==> config.mk <==
export PLATFORM = sky130hd
export DESIGN_NAME = dm_arbiter
export DESIGN_NICKNAME = d
export VERILOG_FILES = /design/src/rtl/dm_arbiter.sv
export SDC_FILE = /design/constraint.sdc
export NUM_CORES = 1
export LEC_CHECK = 0
export CAP_MARGIN = 15
export CORE_ASPECT_RATIO = 1.2
export CORE_UTILIZATION = 43
export DETAILED_ROUTE_END_ITERATION = 10
export HOLD_SLACK_MARGIN = 0.05
export PLACE_DENSITY = 0.87
export SYNTH_ARGS = -nofsm -noshare
export SYNTH_HDL_FRONTEND = slang
export SYNTH_SLANG_ARGS = --single-unit
export TNS_END_PERCENT = 10
==> constraint.sdc <==
create_clock -name clk -period 5.4 [get_ports clk]
set_input_delay 0.81 -clock clk [delete_from_list [all_inputs] [get_ports clk]]
set_output_delay 0.81 -clock clk [all_outputs]
set_load 0.01 [all_outputs]
==> src/rtl/dm_arbiter.sv <==
// Two-port arbiter in front of a single halfword data memory.
// Each accepted command runs IDLE -> BUSY -> DONE; a round-robin pointer breaks ties.
module dm_arbiter #(
    parameter logic [15:0] PROT_TOP = 16'h0004,
    parameter logic [15:0] MEM_TOP  = 16'h003E
) (
    input  logic        clk,
    input  logic        rst,
    input  logic        p0_req,
    input  logic        p0_we,
    input  logic [15:0] p0_addr,
    input  logic [15:0] p0_wdata,
    output logic        p0_gnt,
    output logic        p0_done,
    output logic        p0_err,
    output logic [15:0] p0_rdata,
    input  logic        p1_req,
    input  logic        p1_we,
    input  logic [15:0] p1_addr,
    input  logic [15:0] p1_wdata,
    output logic        p1_gnt,
    output logic        p1_done,
    output logic        p1_err,
    output logic [15:0] p1_rdata,
    output logic        mem_we,
    output logic [15:0] mem_addr,
    output logic [15:0] mem_din,
    input  logic [15:0] mem_dout
);

    localparam logic [1:0] ST_IDLE = 2'd0;
    localparam logic [1:0] ST_BUSY = 2'd1;
    localparam logic [1:0] ST_DONE = 2'd2;

    function automatic logic addr_readable(input logic [15:0] a);
        return (a <= MEM_TOP);
    endfunction

    function automatic logic addr_writable(input logic [15:0] a);
        return (a > PROT_TOP) && (a <= MEM_TOP);
    endfunction

    logic [1:0]  state_q,    state_d;
    logic        ptr_q,      ptr_d;
    logic        win_q,      win_d;
    logic        we_q,       we_d;
    logic [1:0]  gnt_q,      gnt_d;
    logic [1:0]  done_q,     done_d;
    logic [1:0]  err_q,      err_d;
    logic [15:0] rdata0_q,   rdata0_d;
    logic [15:0] rdata1_q,   rdata1_d;
    logic        mem_we_q,   mem_we_d;
    logic [15:0] mem_addr_q, mem_addr_d;
    logic [15:0] mem_din_q,  mem_din_d;

    logic [1:0]  req_s;
    logic        sel_s;
    logic        sel_we_s;
    logic [15:0] sel_addr_s;
    logic [15:0] sel_wdata_s;
    logic [15:0] rd_s;

    // Arbitration: a lone requester wins, a tie goes to the pointer.
    always_comb begin
        req_s = {p1_req, p0_req};
        if (req_s == 2'b11) begin
            sel_s = ptr_q;
        end else begin
            sel_s = req_s[1];
        end
        if (sel_s) begin
            sel_we_s    = p1_we;
            sel_addr_s  = p1_addr;
            sel_wdata_s = p1_wdata;
        end else begin
            sel_we_s    = p0_we;
            sel_addr_s  = p0_addr;
            sel_wdata_s = p0_wdata;
        end
    end

    // Next-state and next-output logic; memory strobes exist only while BUSY.
    always_comb begin
        state_d    = state_q;
        ptr_d      = ptr_q;
        win_d      = win_q;
        we_d       = we_q;
        gnt_d      = 2'b00;
        done_d     = 2'b00;
        err_d      = 2'b00;
        rdata0_d   = rdata0_q;
        rdata1_d   = rdata1_q;
        mem_we_d   = 1'b0;
        mem_addr_d = 16'h0000;
        mem_din_d  = 16'h0000;
        rd_s       = addr_readable(mem_addr_q) ? mem_dout : 16'h0000;
        case (state_q)
            ST_IDLE: begin
                if (|req_s) begin
                    state_d      = ST_BUSY;
                    win_d        = sel_s;
                    we_d         = sel_we_s;
                    gnt_d[sel_s] = 1'b1;
                    mem_addr_d   = sel_addr_s;
                    mem_din_d    = sel_wdata_s;
                    mem_we_d     = sel_we_s & addr_writable(sel_addr_s);
                end else begin
                    state_d = ST_IDLE;
                end
            end
            ST_BUSY: begin
                state_d       = ST_DONE;
                done_d[win_q] = 1'b1;
                err_d[win_q]  = we_q ? ~addr_writable(mem_addr_q) : ~addr_readable(mem_addr_q);
                if (!we_q) begin
                    if (win_q) begin
                        rdata1_d = rd_s;
                    end else begin
                        rdata0_d = rd_s;
                    end
                end else begin
                    rdata0_d = rdata0_q;
                end
            end
            ST_DONE: begin
                state_d = ST_IDLE;
                ptr_d   = ~win_q;
            end
            default: begin
                state_d = ST_IDLE;
            end
        endcase
    end

    // State and output registers, cleared asynchronously so reset aborts any transaction.
    always_ff @(posedge clk or posedge rst) begin
        if (rst) begin
            state_q    <= ST_IDLE;
            ptr_q      <= 1'b0;
            win_q      <= 1'b0;
            we_q       <= 1'b0;
            gnt_q      <= 2'b00;
            done_q     <= 2'b00;
            err_q      <= 2'b00;
            rdata0_q   <= 16'h0000;
            rdata1_q   <= 16'h0000;
            mem_we_q   <= 1'b0;
            mem_addr_q <= 16'h0000;
            mem_din_q  <= 16'h0000;
        end else begin
            state_q    <= state_d;
            ptr_q      <= ptr_d;
            win_q      <= win_d;
            we_q       <= we_d;
            gnt_q      <= gnt_d;
            done_q     <= done_d;
            err_q      <= err_d;
            rdata0_q   <= rdata0_d;
            rdata1_q   <= rdata1_d;
            mem_we_q   <= mem_we_d;
            mem_addr_q <= mem_addr_d;
            mem_din_q  <= mem_din_d;
        end
    end

    assign p0_gnt   = gnt_q[0];
    assign p1_gnt   = gnt_q[1];
    assign p0_done  = done_q[0];
    assign p1_done  = done_q[1];
    assign p0_err   = err_q[0];
    assign p1_err   = err_q[1];
    assign p0_rdata = rdata0_q;
    assign p1_rdata = rdata1_q;
    assign mem_we   = mem_we_q;
    assign mem_addr = mem_addr_q;
    assign mem_din  = mem_din_q;

endmodule
==> flow_metrics.py <==
metrics = {
    "outcome": {
        "status": "finished, final reports clean",
    },
    "sta": {
        "fin_worst_skew_ns": 0.0123,
        "finalMaxSlewViolations": 0,
        "slew_headroom_pct": 29.9,
        "hold_ws_ns": 0.484,
        "tns_ns": 0,
        "worstMarginPinSlew_ns": 1.05,
        "rsz0062_at_grt": "false",
        "setup_viol": 0,
        "fmax_ghz": 0.371,
        "fin_crit_sh_pct": 49.9,
        "min_period_ns": 2.69,
        "final_hold_viol_count": 0,
    },
    "drt": {
        "routedWlPerCell_um": 15.1,
        "drt_iter0_drc": 110,
        "via_count": 2886,
        "via_per_inst": 5.16,
        "routed_wl_um": 8460,
        "final_antenna_net_count": 0,
        "drt-pass1-iter-count": 4,
        "drc": 0,
    },
    "global_route": {
        "grt_max_degree": 41,
        "grt_pass1_vias": 2812,
        "grt_pass1_wl_um": 13400,
        "overflow": 0,
        "antenna_found_initial": 0,
        "grt_usage_pct": 23.4,
    },
    "synthesis": {
        "yosysMostFrequentCell": "nand2_1",
        "synth_warnings": 0,
        "synth_cell_types": 37,
        "yosys.area.top_type": "dfrtp_1",
        "synthFlopType": "dfrtp_1",
        "avgSynthCellArea_um2": 9.92,
        "synth.net_count": 399,
        "syn_area_um2": 3110,
        "yosysSeqAreaShare_pct": 61.2,
        "async_flop_share_pct": 100,
        "yosys-top-cells-area": "dfrtp_1 61%, nand2_1 12%, a22o_1 4.5%",
        "synth_common_cells": "103 x nand2_1, 76 x dfrtp_1, 27 x o21ai_1",
        "ys_ff_latch": 76,
        "synth_edf_count": 0,
        "syn_inst": 313,
        "synth_top_area_share_pct": 61.2,
    },
    "critical_path": {
        "crit_chain": "clkdlybuf4s50_1 > nand2b_1 > nand2_1 > nor3_2 > a22o_1",
        "path_max_fanout": 18,
        "critPathRequiredTime_ns": 5.67,
        "crit_path_top_delay_cell": "nor3_2",
        "critPathTopFamily": "simple AND/OR/NAND/NOR gates",
        "reg2reg_setup_slack_ns": 3.24,
        "endpoint_kind": "flip-flop",
        "cpPeakStageDelay_ns": 0.92,
        "criticalPathCategory": "primary input to flip-flop",
        "startpoint_type": "primary input",
        "worst-path-buf-inv": 1,
        "cp_data_arrival_time_ns": 2.96,
    },
    "clocking": {
        "tritoncts": "yes",
        "numCtsBuffers": 9,
        "htreeDepth": 3,
        "clock_tree.buffer_depth": 2,
        "cts_resized": 0,
        "post_cts_buffers": 0,
        "cts.clk_slew.worst_paths_ns": 0.07,
        "cts-root-buf": "clkbuf_8",
        "hold_buffers": 0,
        "cts_sinks": 76,
        "insertion_delay_ns": 0.33,
    },
    "floorplanning": {
        "dieArea_um2": 7570,
        "num_io_pins": 157,
        "core.rowCount": 33,
        "initial_core_util_pct": 45.0,
        "core_um2": 6900,
        "die_h_um": 95.1,
        "fp.dieW_um": 79.6,
    },
    "cells_and_area": {
        "fillers": 503,
        "syn2layout_area_growth_pct": 57.2,
        "layout.nets": 553,
        "fin_util_pct": 70.8,
        "n_antenna_cell": 0,
        "drive_above_1_share_pct": 6.36,
        "layout.cell_area.non_filler_um2": 4880,
    },
    "place": {
        "placed_area_um2": 4700,
        "portBuffers": 156,
        "globalplace.congestion": 0.842,
        "place_hpwl_um": 6450,
    },
    "worst_hold_path": {
        "min_path_type": "flip-flop to flip-flop",
    },
    "power": {
        "ir_drop_v": 0.000277,
        "p_per_area_nw_per_um2": 423,
        "p_leak_nw": 2.07,
        "finalPower_mw": 2.06,
    },
    "flow_run": {
        "max_cap_viol_count": 0,
    },
}
stage by stage:
step	instances	worst slack (ns)
2_1_floorplan	313	2.65
3_3_place_gp	542	2.40
3_5_place_dp	542	2.35
4_1_cts	558	2.71
5_1_grt	559	2.55
6_report	559	2.71
cell families (layout without fill, tap and decap cells):
logic type             after synthesis  after routing  synth area share, %
muxes                                1              1                0.322
and+or+nand+nor                    138            138                 19.8
buffers and inverters               21            180                 3.46
AOI/OAI and AO/OA                   77             77                 15.2
DFF                                 76             76                 61.2
area by class of cell:
type                       instances  area, µm²  area share, %
clock buffer                      11        141           2.90
multi-input combinational        216       1100           22.5
timing repair buffer             159       1590           32.5
clock inverter                     5       27.5          0.564
sequential                        76       1900           39.0
inverter                           5       18.8          0.384
tap                               87        109           2.23
cells in the final DEF, fill, tap and decap left out, types with 5 or more instances in the layout:
| cell | instances |
|---|---|
| clkdlybuf4s50_1 | 156 |
| nor2_1 | 5 |
| o21ai_1 | 27 |
| nand2_1 | 103 |
| dfrtp_1 | 76 |
| nand3_1 | 5 |
| a21oi_1 | 19 |
| clkbuf_8 | 10 |
| o21ai_0 | 7 |
| a22o_1 | 16 |
sequential cells by signal, summed over array words and instances, names as in the netlist, 2 cells and up:
| name | count |
|---|---|
| mem_din | 16 |
| gnt_q | 2 |
| mem_addr | 16 |
| p0_rdata | 16 |
| state_q | 2 |
| p1_rdata | 16 |
| done_q | 2 |
| err_q | 2 |
tightest hold or removal path, stage by stage, from the launching register on:
cell,delay (ns)
dfrtp_1,0.35
nand2_1,0.06
o21ai_2,0.05
path summary, 6_finish.rpt:
check,startpoint,end,depth (start not counted)
max,p0_req,mem_din[7]$_DFF_PP0_,5
min,p0_rdata[12]$_DFFE_PP0P_,p0_rdata[12]$_DFFE_PP0P_,2
max reg2reg,ptr_q$_DFFE_PP0N_,mem_din[7]$_DFF_PP0_,4
min reg2reg,p0_rdata[12]$_DFFE_PP0P_,p0_rdata[12]$_DFFE_PP0P_,2
max in group asynchronous,rst,mem_addr[1]$_DFF_PP0_,3
min in group asynchronous,rst,p0_rdata[13]$_DFFE_PP0P_,2
metal layers:
layer | global-route usage [%] | wire, µm
met3 | 3.92 | 517
met1 | 28.3 | 3460
met2 | 41.5 | 4370
met4 | 8.64 | 115
met5 | 0 | 0
power breakdown:
| part | switching [mW] | internal, mW | leakage, nW |
|---|---|---|---|
| logic | 0.427 | 0.440 | 0.972 |
| clock network | 0.191 | 0.176 | 0.0889 |
| registers | 0.0941 | 0.736 | 1.01 |
| total | 0.712 | 1.35 | 2.07 |
No activity file was read; power rests on OpenSTA's default activity.
